### src/rtl/gray_stream_frame_arbiter.sv
`default_nettype none
// ============================================================================
// Module   : gray_stream_frame_arbiter
// Brief    : Frame-granular round-robin arbiter sharing one gray-to-RGB
//            converter between the left and right camera AXI4-Stream inputs.
// Revision : 1.0
// ============================================================================
module gray_stream_frame_arbiter #(
    parameter int DATA_WIDTH = 8,
    parameter int PPC        = 4,
    parameter int LINES_W    = 12
) (
    input  logic                       aclk,
    input  logic                       aresetn,
    input  logic [LINES_W-1:0]         cfg_frame_lines,

    input  logic                       s_axis_left_tvalid,
    input  logic [DATA_WIDTH*PPC-1:0]  s_axis_left_tdata,
    input  logic                       s_axis_left_tuser,
    input  logic                       s_axis_left_tlast,
    output logic                       s_axis_left_tready,

    input  logic                       s_axis_right_tvalid,
    input  logic [DATA_WIDTH*PPC-1:0]  s_axis_right_tdata,
    input  logic                       s_axis_right_tuser,
    input  logic                       s_axis_right_tlast,
    output logic                       s_axis_right_tready,

    output logic                       m_axis_gray_tvalid,
    output logic [DATA_WIDTH*PPC-1:0]  m_axis_gray_tdata,
    output logic                       m_axis_gray_tuser,
    output logic                       m_axis_gray_tlast,
    input  logic                       m_axis_gray_tready,
    output logic                       m_axis_gray_tdest,

    output logic                       frame_done,
    output logic [15:0]                drop_cnt
);

    localparam logic [1:0]         c_IDLE     = 2'd0;
    localparam logic [1:0]         c_GRANT_L  = 2'd1;
    localparam logic [1:0]         c_GRANT_R  = 2'd2;
    localparam logic [LINES_W-1:0] c_LINE_ONE = LINES_W'(1);

    logic [1:0]         r_state;
    logic               r_ptr;          // 0 = left has priority, 1 = right
    logic               r_tdest;
    logic [LINES_W-1:0] r_lines;
    logic [LINES_W-1:0] r_line_cnt;
    logic               r_frame_done;
    logic [15:0]        r_drop_cnt;

    logic               w_idle;
    logic               w_left_sof;
    logic               w_right_sof;
    logic               w_left_drop;
    logic               w_right_drop;
    logic               w_grant_l;
    logic               w_grant_r;
    logic [LINES_W-1:0] w_cfg_lines;
    logic               w_line_end;
    logic               w_last_line;
    logic [1:0]         w_drop_inc;
    logic [16:0]        w_drop_sum;
    logic [15:0]        w_drop_next;

    assign w_idle       = (r_state == c_IDLE);
    assign w_left_sof   = s_axis_left_tvalid  &  s_axis_left_tuser;
    assign w_right_sof  = s_axis_right_tvalid &  s_axis_right_tuser;
    assign w_left_drop  = w_idle & s_axis_left_tvalid  & ~s_axis_left_tuser;
    assign w_right_drop = w_idle & s_axis_right_tvalid & ~s_axis_right_tuser;

    assign w_grant_l = w_idle & w_left_sof & (~w_right_sof | ~r_ptr);
    assign w_grant_r = w_idle & w_right_sof & ~w_grant_l;

    assign w_cfg_lines = (cfg_frame_lines == '0) ? c_LINE_ONE : cfg_frame_lines;

    assign w_line_end  = m_axis_gray_tvalid & m_axis_gray_tready & m_axis_gray_tlast;
    assign w_last_line = (r_line_cnt == (r_lines - c_LINE_ONE));

    assign w_drop_inc  = {1'b0, w_left_drop} + {1'b0, w_right_drop};
    assign w_drop_sum  = {1'b0, r_drop_cnt} + {15'd0, w_drop_inc};
    assign w_drop_next = w_drop_sum[16] ? 16'hFFFF : w_drop_sum[15:0];

    // Pure combinational mux; tvalid never looks at the downstream tready.
    // Stray-beat readies are gated by reset so nothing is accepted while held.
    always_comb begin
        m_axis_gray_tvalid  = 1'b0;
        m_axis_gray_tdata   = '0;
        m_axis_gray_tuser   = 1'b0;
        m_axis_gray_tlast   = 1'b0;
        s_axis_left_tready  = 1'b0;
        s_axis_right_tready = 1'b0;
        case (r_state)
            c_IDLE: begin
                s_axis_left_tready  = w_left_drop  & aresetn;
                s_axis_right_tready = w_right_drop & aresetn;
            end
            c_GRANT_L: begin
                m_axis_gray_tvalid = s_axis_left_tvalid;
                m_axis_gray_tdata  = s_axis_left_tdata;
                m_axis_gray_tuser  = s_axis_left_tuser;
                m_axis_gray_tlast  = s_axis_left_tlast;
                s_axis_left_tready = m_axis_gray_tready;
            end
            c_GRANT_R: begin
                m_axis_gray_tvalid  = s_axis_right_tvalid;
                m_axis_gray_tdata   = s_axis_right_tdata;
                m_axis_gray_tuser   = s_axis_right_tuser;
                m_axis_gray_tlast   = s_axis_right_tlast;
                s_axis_right_tready = m_axis_gray_tready;
            end
            default: begin
            end
        endcase
    end

    always_ff @(posedge aclk or negedge aresetn) begin
        if (!aresetn) begin
            r_state      <= c_IDLE;
            r_ptr        <= 1'b0;
            r_tdest      <= 1'b0;
            r_lines      <= c_LINE_ONE;
            r_line_cnt   <= '0;
            r_frame_done <= 1'b0;
            r_drop_cnt   <= '0;
        end else begin
            r_frame_done <= 1'b0;
            r_drop_cnt   <= w_drop_next;
            case (r_state)
                c_IDLE: begin
                    if (w_grant_l || w_grant_r) begin
                        r_state    <= w_grant_l ? c_GRANT_L : c_GRANT_R;
                        r_tdest    <= w_grant_r;
                        r_lines    <= w_cfg_lines;
                        r_line_cnt <= '0;
                    end
                end
                c_GRANT_L, c_GRANT_R: begin
                    if (w_line_end) begin
                        if (w_last_line) begin
                            r_state      <= c_IDLE;
                            r_ptr        <= (r_state == c_GRANT_L);
                            r_frame_done <= 1'b1;
                        end else begin
                            r_line_cnt <= r_line_cnt + c_LINE_ONE;
                        end
                    end
                end
                default: r_state <= c_IDLE;
            endcase
        end
    end

    assign m_axis_gray_tdest = r_tdest;
    assign frame_done        = r_frame_done;
    assign drop_cnt          = r_drop_cnt;

endmodule
`default_nettype wire

### config.mk
export PLATFORM = sky130hd
export DESIGN_NAME = gray_stream_frame_arbiter
export DESIGN_NICKNAME = d
export VERILOG_FILES = /design/src/rtl/gray_stream_frame_arbiter.sv
export SDC_FILE = /design/constraint.sdc
export NUM_CORES = 1
export LEC_CHECK = 0
export CAP_MARGIN = 20
export CORE_MARGIN = 3
export CORE_UTILIZATION = 30
export DETAILED_ROUTE_END_ITERATION = 10
export GPL_ROUTABILITY_DRIVEN = 0
export MAX_ROUTING_LAYER = met4
export SLEW_MARGIN = 10
export SYNTH_ARGS = -nofsm -noshare
export SYNTH_HDL_FRONTEND = slang
export SYNTH_SLANG_ARGS = --single-unit
### constraint.sdc
create_clock -name aclk -period 3.3 [get_ports aclk]
set_clock_uncertainty 0.15 [all_clocks]
set_input_delay 0.33 -clock aclk [delete_from_list [all_inputs] [get_ports aclk]]
set_output_delay 0.33 -clock aclk [all_outputs]
set_load 0.01 [all_outputs]
==> results of run 1 <==
critical path: stages (launching register included):
cell	delay, ps
dfrtp_1	390
inv_1	70
ha_1	520
buf_4	360
nor2b_1	190
clkdlybuf4s50_1	550
cell families after synthesis:
kind of cell,after synthesis,synth area share (%)
AOI/OAI and AO/OA,78,18.14
and+or+nand+nor,154,27.55
muxes,19,6.594
adders and majority gates,7,2.965
buffers and inverters,30,3.590
DFF,45,35.15
xor gates and xnor gates,22,6.009
path summary, 6_finish.rpt:
path	startpoint	to	slack, ps	cells after the start
max	r_state[0]	m_axis_gray_tdata[22]	440	5
min	aresetn	r_line_cnt[9]	70	2
max reg2reg	r_lines[0]	r_ptr	500	9
min reg2reg	r_lines[0]	r_lines[0]	370	2
max in group asynchronous	aresetn	drop_cnt[0]	2550	2
min in group aclk	r_lines[0]	r_lines[0]	370	2
flip-flops by register name, indices dropped and copies added (netlist names):
register / cells
r_lines: 12
frame_done: 1
r_state: 2
r_ptr: 1
r_line_cnt: 12
m_axis_gray_tdest: 1
drop_cnt: 16
Yosys cell counts (3+ instances only):
library cell / instances
mux2i_1: 5
clkbuf_1: 10
a22oi_1: 36
a211o_1: 3
a31oi_1: 7
xnor2_1: 8
mux2_2: 13
and3_1: 8
ha_1: 6
nor2_1: 15
dfrtp_1: 44
buf_1: 4
o21ai_0: 4
a21oi_1: 8
xor2_1: 14
nor2b_1: 37
nor3_1: 7
a22o_1: 3
nand2_1: 30
a21o_1: 5
nand4_1: 10
and4_1: 3
nand3_1: 21
nand2b_1: 4
or3_1: 4
inv_1: 14
through the flow:
| step | instances | area (µm²) |
|---|---|---|
| final | 632 | 4910 |
| after global placement | 624 | 4776 |
| after floorplan | 355 | 3207 |
| after detailed placement | 624 | 4776 |
| after global routing | 632 | 4910 |
| after CTS | 632 | 4910 |
final cells by class:
type	count	share of cell area, %
clock buffers	5	1.402
clock inverters	3	1.325
inverters	14	1.070
multi-input cells	280	40.01
flip-flops and latches	45	22.96
well taps	136	3.466
repair buffers	149	29.77
power by group through the flow:
stage,Sequential [mW],Combinational (mW),Clock [mW]
after floorplan,0.898,1.21,0
after global placement,0.928,1.93,0
after detailed placement,0.934,1.97,0
after CTS,0.923,1.98,0.509
after global routing,0.954,2.14,0.535
final,0.922,1.95,0.498
per-layer routing:
metal | vias to the layer above | routed length (µm)
met4 | 0 | 44
met1 | 1531 | 4153
li1 | 1581 | -
met2 | 89 | 4786
met5 | - | 0
met3 | 6 | 622
==> run_results.csv, run 1 <==
group,metric,value,unit
final_layout,diodes,0,
logic_synthesis,ys_async_sr_fraction,100.0,%
sta,fin_crit,2863,ps
power_and_ir_drop,power_frac_clock,14.8,%
global_route,gr-usage-met2,26.11,%
cts,htreeDepth,2,
critical_path,critPathCaptureType,"output pin",
global_route,grt_pass1_vias,2959,
logic_synthesis,syn_inst,355,
sta,setup_tns,0,ps
cts,cts_tree,"yes",
hold_path,hp-class,"input pin to asynchronous set/reset pin",
cts,clock_path_buffers,2,
sta,drv_slew,0,
sta,finalWorstSetupSlack,437.3,ps
global_route,grt_use_met1,19.59,%
cts,clock_sinks,45,
sta,fmax,349.3,MHz
cts,post_cts_buffers,0,
floorplan,dieWidth,109.4,µm
global_route,antenna_found_initial,0,
power_and_ir_drop,ir_drop,0.4292,mV
sta,setup_viol,0,
global_route,top_usage_layer,"met2",
critical_path,arrival,2380,ps
final_layout,layout_commonest_cell,"clkdlybuf4s50_1",
logic_synthesis,synth_edf_count,0,
cts,clock_tree.root_cell,"clkbuf_8",
logic_synthesis,synth_area,0.003207,mm²
logic_synthesis,post-synth-top-area-cell,"dfrtp_1",
routing,drt_wl_total,9.606,mm
floorplan,io_pins,140,
final_layout,multi_input_area,0.001964,mm²
global_route,use_met3,2.642,%
floorplan,dieArea,0.01197,mm²
logic_synthesis,synth_top_cell_area_share,34.33,%
critical_path,crit_required,2820,ps
floorplan,die_h,109.4,µm
sta,hold_viol,0,
final_layout,layout_common_cells,"clkdlybuf4s50_1 (138), dfrtp_1 (44), nor2b_1 (37)",
power_and_ir_drop,power.density,687.4,mW/mm²
global_route,grt.total_usage,15.54,%
routing,drtIter0Drc,195,
power_and_ir_drop,p_leak,1.951,nW
logic_synthesis,synth_seq_area_share,35.15,%
logic_synthesis,synth.area.top_cells,"dfrtp_1 (34%), a22oi_1 (8.4%), nor2b_1 (7.2%)",
sta,max_slew_margin,61.15,%
global_route,grt_overflow,0,
sta,worst_pin_slew,579.2,ps
floorplan,fp-row-count,37,
critical_path,critPathLaunchType,"flip-flop",
cts,clk_pin_slew,90,ps
final_layout,n_fill_cell,1014,
power_and_ir_drop,power_switching,1.348,mW
final_layout,area_growth,53.10,%
final_layout,register_area,0.001127,mm²
logic_synthesis,yosysWarnings,0,
status,outcome,"completed",
sta,timing.final.crit_share,86.75,%
final_layout,nNetsFinal,587,
routing,dr_total_vias,3207,
power_and_ir_drop,sw_frac_of_total,39.94,%
logic_synthesis,synth.avg_cell_area,9.033,µm²
sta,rsz0062_at_grt,"no",
floorplan,start_util,30.92,%
logic_synthesis,syn-num-nets,447,
final_layout,final_core_util,47.35,%
sta,fin_hold_ws,73.18,ps
critical_path,cp_max_fo,35,
routing,firstDrtPassIters,4,
run,cap_violations,0,
routing,ant_nets,0,
power_and_ir_drop,power.total,3.375,mW
cts,clock_latency,290,ps
critical_path,criticalPathCategory,"flip-flop to output pin",
routing,drc,0,
routing,wl_per_cell,15.20,µm
cts,hold_buffers,0,
global_route,grt_pass1_wl,14.74,mm
routing,viasPerCell,5.074,
placed_design,pre_cts_slack,503.8,ps
cts,numCtsBuffers,5,
global_route,grt_max_degree,46,
final_layout,layout-drive-gt1-share,8.468,%
power_and_ir_drop,p_comb_share,57.9,%
power_and_ir_drop,intPower,2.027,mW
floorplan,core_area,0.01037,mm²
cts,cts_resized,0,
power_and_ir_drop,p_seq_share,27.3,%
logic_synthesis,ys.flop_type,"dfrtp_1",
logic_synthesis,ys_types,52,
placed_design,port_buffers,139,
logic_synthesis,synth-seq-cells,45,
placed_design,dp_hpwl,7.501,mm
No activity file was read; power rests on OpenSTA's default activity.
==> inputs of run 2 (changes only) <==
--- a/config.mk
+++ b/config.mk
@@ -7,10 +7,11 @@
 export LEC_CHECK = 0
 export CAP_MARGIN = 20
 export CORE_MARGIN = 3
-export CORE_UTILIZATION = 30
+export CORE_UTILIZATION = 35
 export DETAILED_ROUTE_END_ITERATION = 10
 export GPL_ROUTABILITY_DRIVEN = 0
 export MAX_ROUTING_LAYER = met4
+export PLACE_DENSITY = 0.69
 export SLEW_MARGIN = 10
 export SYNTH_ARGS = -nofsm -noshare
 export SYNTH_HDL_FRONTEND = slang
==> run_results.csv, run 2 (synthesis results as in run 1) <==
group,metric,value,unit
cts,clock_path_buffers,2,
critical_path,cp_max_fo,24,
critical_path,worstPathCellList,"inv_1 > ha_1 > buf_4 > nor2b_1 > clkdlybuf4s50_1",
sta,drv_slew,0,
sta,max_slew_margin,60.71,%
cts,post_cts_buffers,0,
routing,dr_total_vias,3256,
cts,clk_pin_slew,90,ps
sta,worst_pin_slew,585.8,ps
placed_design,port_buffers,139,
power_and_ir_drop,ir_drop,0.3558,mV
critical_path,critPathCaptureType,"output pin",
sta,setup_tns,0,ps
critical_path,critPathTopFamily,"buffers and inverters",
global_route,grt_pass1_vias,3048,
sta,rsz0062_at_grt,"no",
final_layout,diodes,0,
floorplan,die_h,101.7,µm
final_layout,layout_common_cells,"clkdlybuf4s50_1 (138), dfrtp_1 (44), nor2b_1 (37)",
cts,cts_resized,0,
critical_path,path_depth,5,
routing,firstDrtPassIters,4,
status,outcome,"completed",
sta,fin_crit,2849,ps
floorplan,core_area,0.008806,mm²
floorplan,dieArea,0.01035,mm²
global_route,grt_max_degree,46,
final_layout,largest_reg_flops,16,
critical_path,criticalPathCategory,"flip-flop to output pin",
sta,fmax,351.0,MHz
routing,viasPerCell,5.400,
global_route,grt_overflow,0,
power_and_ir_drop,power.density,670.3,mW/mm²
cts,numCtsBuffers,5,
cts,clock_sinks,45,
routing,ant_nets,0,
critical_path,crit_required,2820,ps
global_route,grt_pass1_wl,14.68,mm
power_and_ir_drop,power.total,3.233,mW
global_route,gr-usage-met2,30.53,%
cts,hold_buffers,0,
critical_path,cp.buffers_inverters,3,
routing,drtIter0Drc,163,
routing,drc,0,
global_route,use_met3,3.926,%
critical_path,arrival,2370,ps
critical_path,slowest_delay,570,ps
global_route,top_usage_layer,"met2",
sta,timing.final.crit_share,86.32,%
global_route,grt_use_met1,21.79,%
final_layout,nNetsFinal,586,
cts,htreeDepth,2,
final_layout,area_growth,50.41,%
power_and_ir_drop,p_leak,1.922,nW
floorplan,fp-row-count,34,
placed_design,dp_hpwl,7.488,mm
cts,clock_tree.root_cell,"clkbuf_8",
routing,drt_wl_total,9.492,mm
critical_path,critPathLaunchType,"flip-flop",
cts,cts_tree,"yes",
floorplan,io_pins,140,
sta,hold_viol,0,
sta,setup_viol,0,
cts,clock_latency,300,ps
global_route,antenna_found_initial,0,
critical_path,worst_path_max_delay_cell,"clkdlybuf4s50_1",
hold_path,hp-class,"input pin to asynchronous set/reset pin",
floorplan,dieWidth,101.7,µm
critical_path,reg2reg_depth,9,
global_route,grt.total_usage,18.15,%
final_layout,n_fill_cell,819,
final_layout,layout-drive-gt1-share,8.283,%
final_layout,layout_commonest_cell,"clkdlybuf4s50_1",
floorplan,start_util,36.42,%
run,cap_violations,0,
routing,wl_per_cell,15.74,µm
run 2: cell types whose count changed in the layout (fill, tap and decap cells not counted):
cell / change
bufinv_16: -2
inv_6: +1
buf_4: -1
clkinvlp_4: +1
run 2: cell type report:
class                      count  area (µm²)  share of cell area, %
timing repair buffer         148        1454                  30.14
sequential                    45        1127                  23.37
multi-input combinational    280        1964                  40.73
tap                          108       135.1                  2.802
clock inverter                 3       21.27                 0.4410
clock buffer                   5       68.82                  1.427
inverter                      14       52.55                  1.089
run 2: final timing paths:
path / start / end / slack, ps
min: aresetn / r_line_cnt[11] / 30
max reg2reg: r_state[1] / drop_cnt[1] / 560
min reg2reg: r_lines[0] / r_lines[0] / 370
min in group aclk: r_lines[0] / r_lines[0] / 370
max in group asynchronous: aresetn / r_lines[0] / 2580
max: r_state[0] / m_axis_gray_tdata[29] / 450
run 2: stage by stage:
step	worst slack (ps)	instances	area, µm²	hold WS (ps)	utilization [%]
after floorplan	773.8	355	3207	-115.6	-
after global placement	554.9	595	4733	344.0	53.75
after detailed placement	466.3	595	4733	352.8	53.75
after CTS	372.1	603	4823	54.18	54.77
after global routing	285.6	603	4823	88.26	54.77
final	451.3	603	4823	31.11	54.77
run 2: routing by layer:
| metal | vias up | part of all wire (%) |
|---|---|---|
| met1 | 1551 | 41 |
| met2 | 126 | 49 |
| met5 | - | 0 |
| met4 | 0 | 1.7 |
| met3 | 11 | 7.8 |
| li1 | 1568 | - |
run 2: worst register-to-register path, stage by stage (launching register included):
cell and delay [ps]:
dfrtp_1 390, inv_1 110, ha_1 290, nand2_1 80
nor2_1 200, fa_1 290, ha_1 280, nand3_1 150
or3_1 590, nand2b_1 160
run 2: report_power, final:
part	internal, mW	switching (mW)	leakage (nW)
sequential	0.707	0.210	0.582
combinational	1.02	0.943	1.30
clock	0.151	0.202	0.0445
total	1.88	1.36	1.92
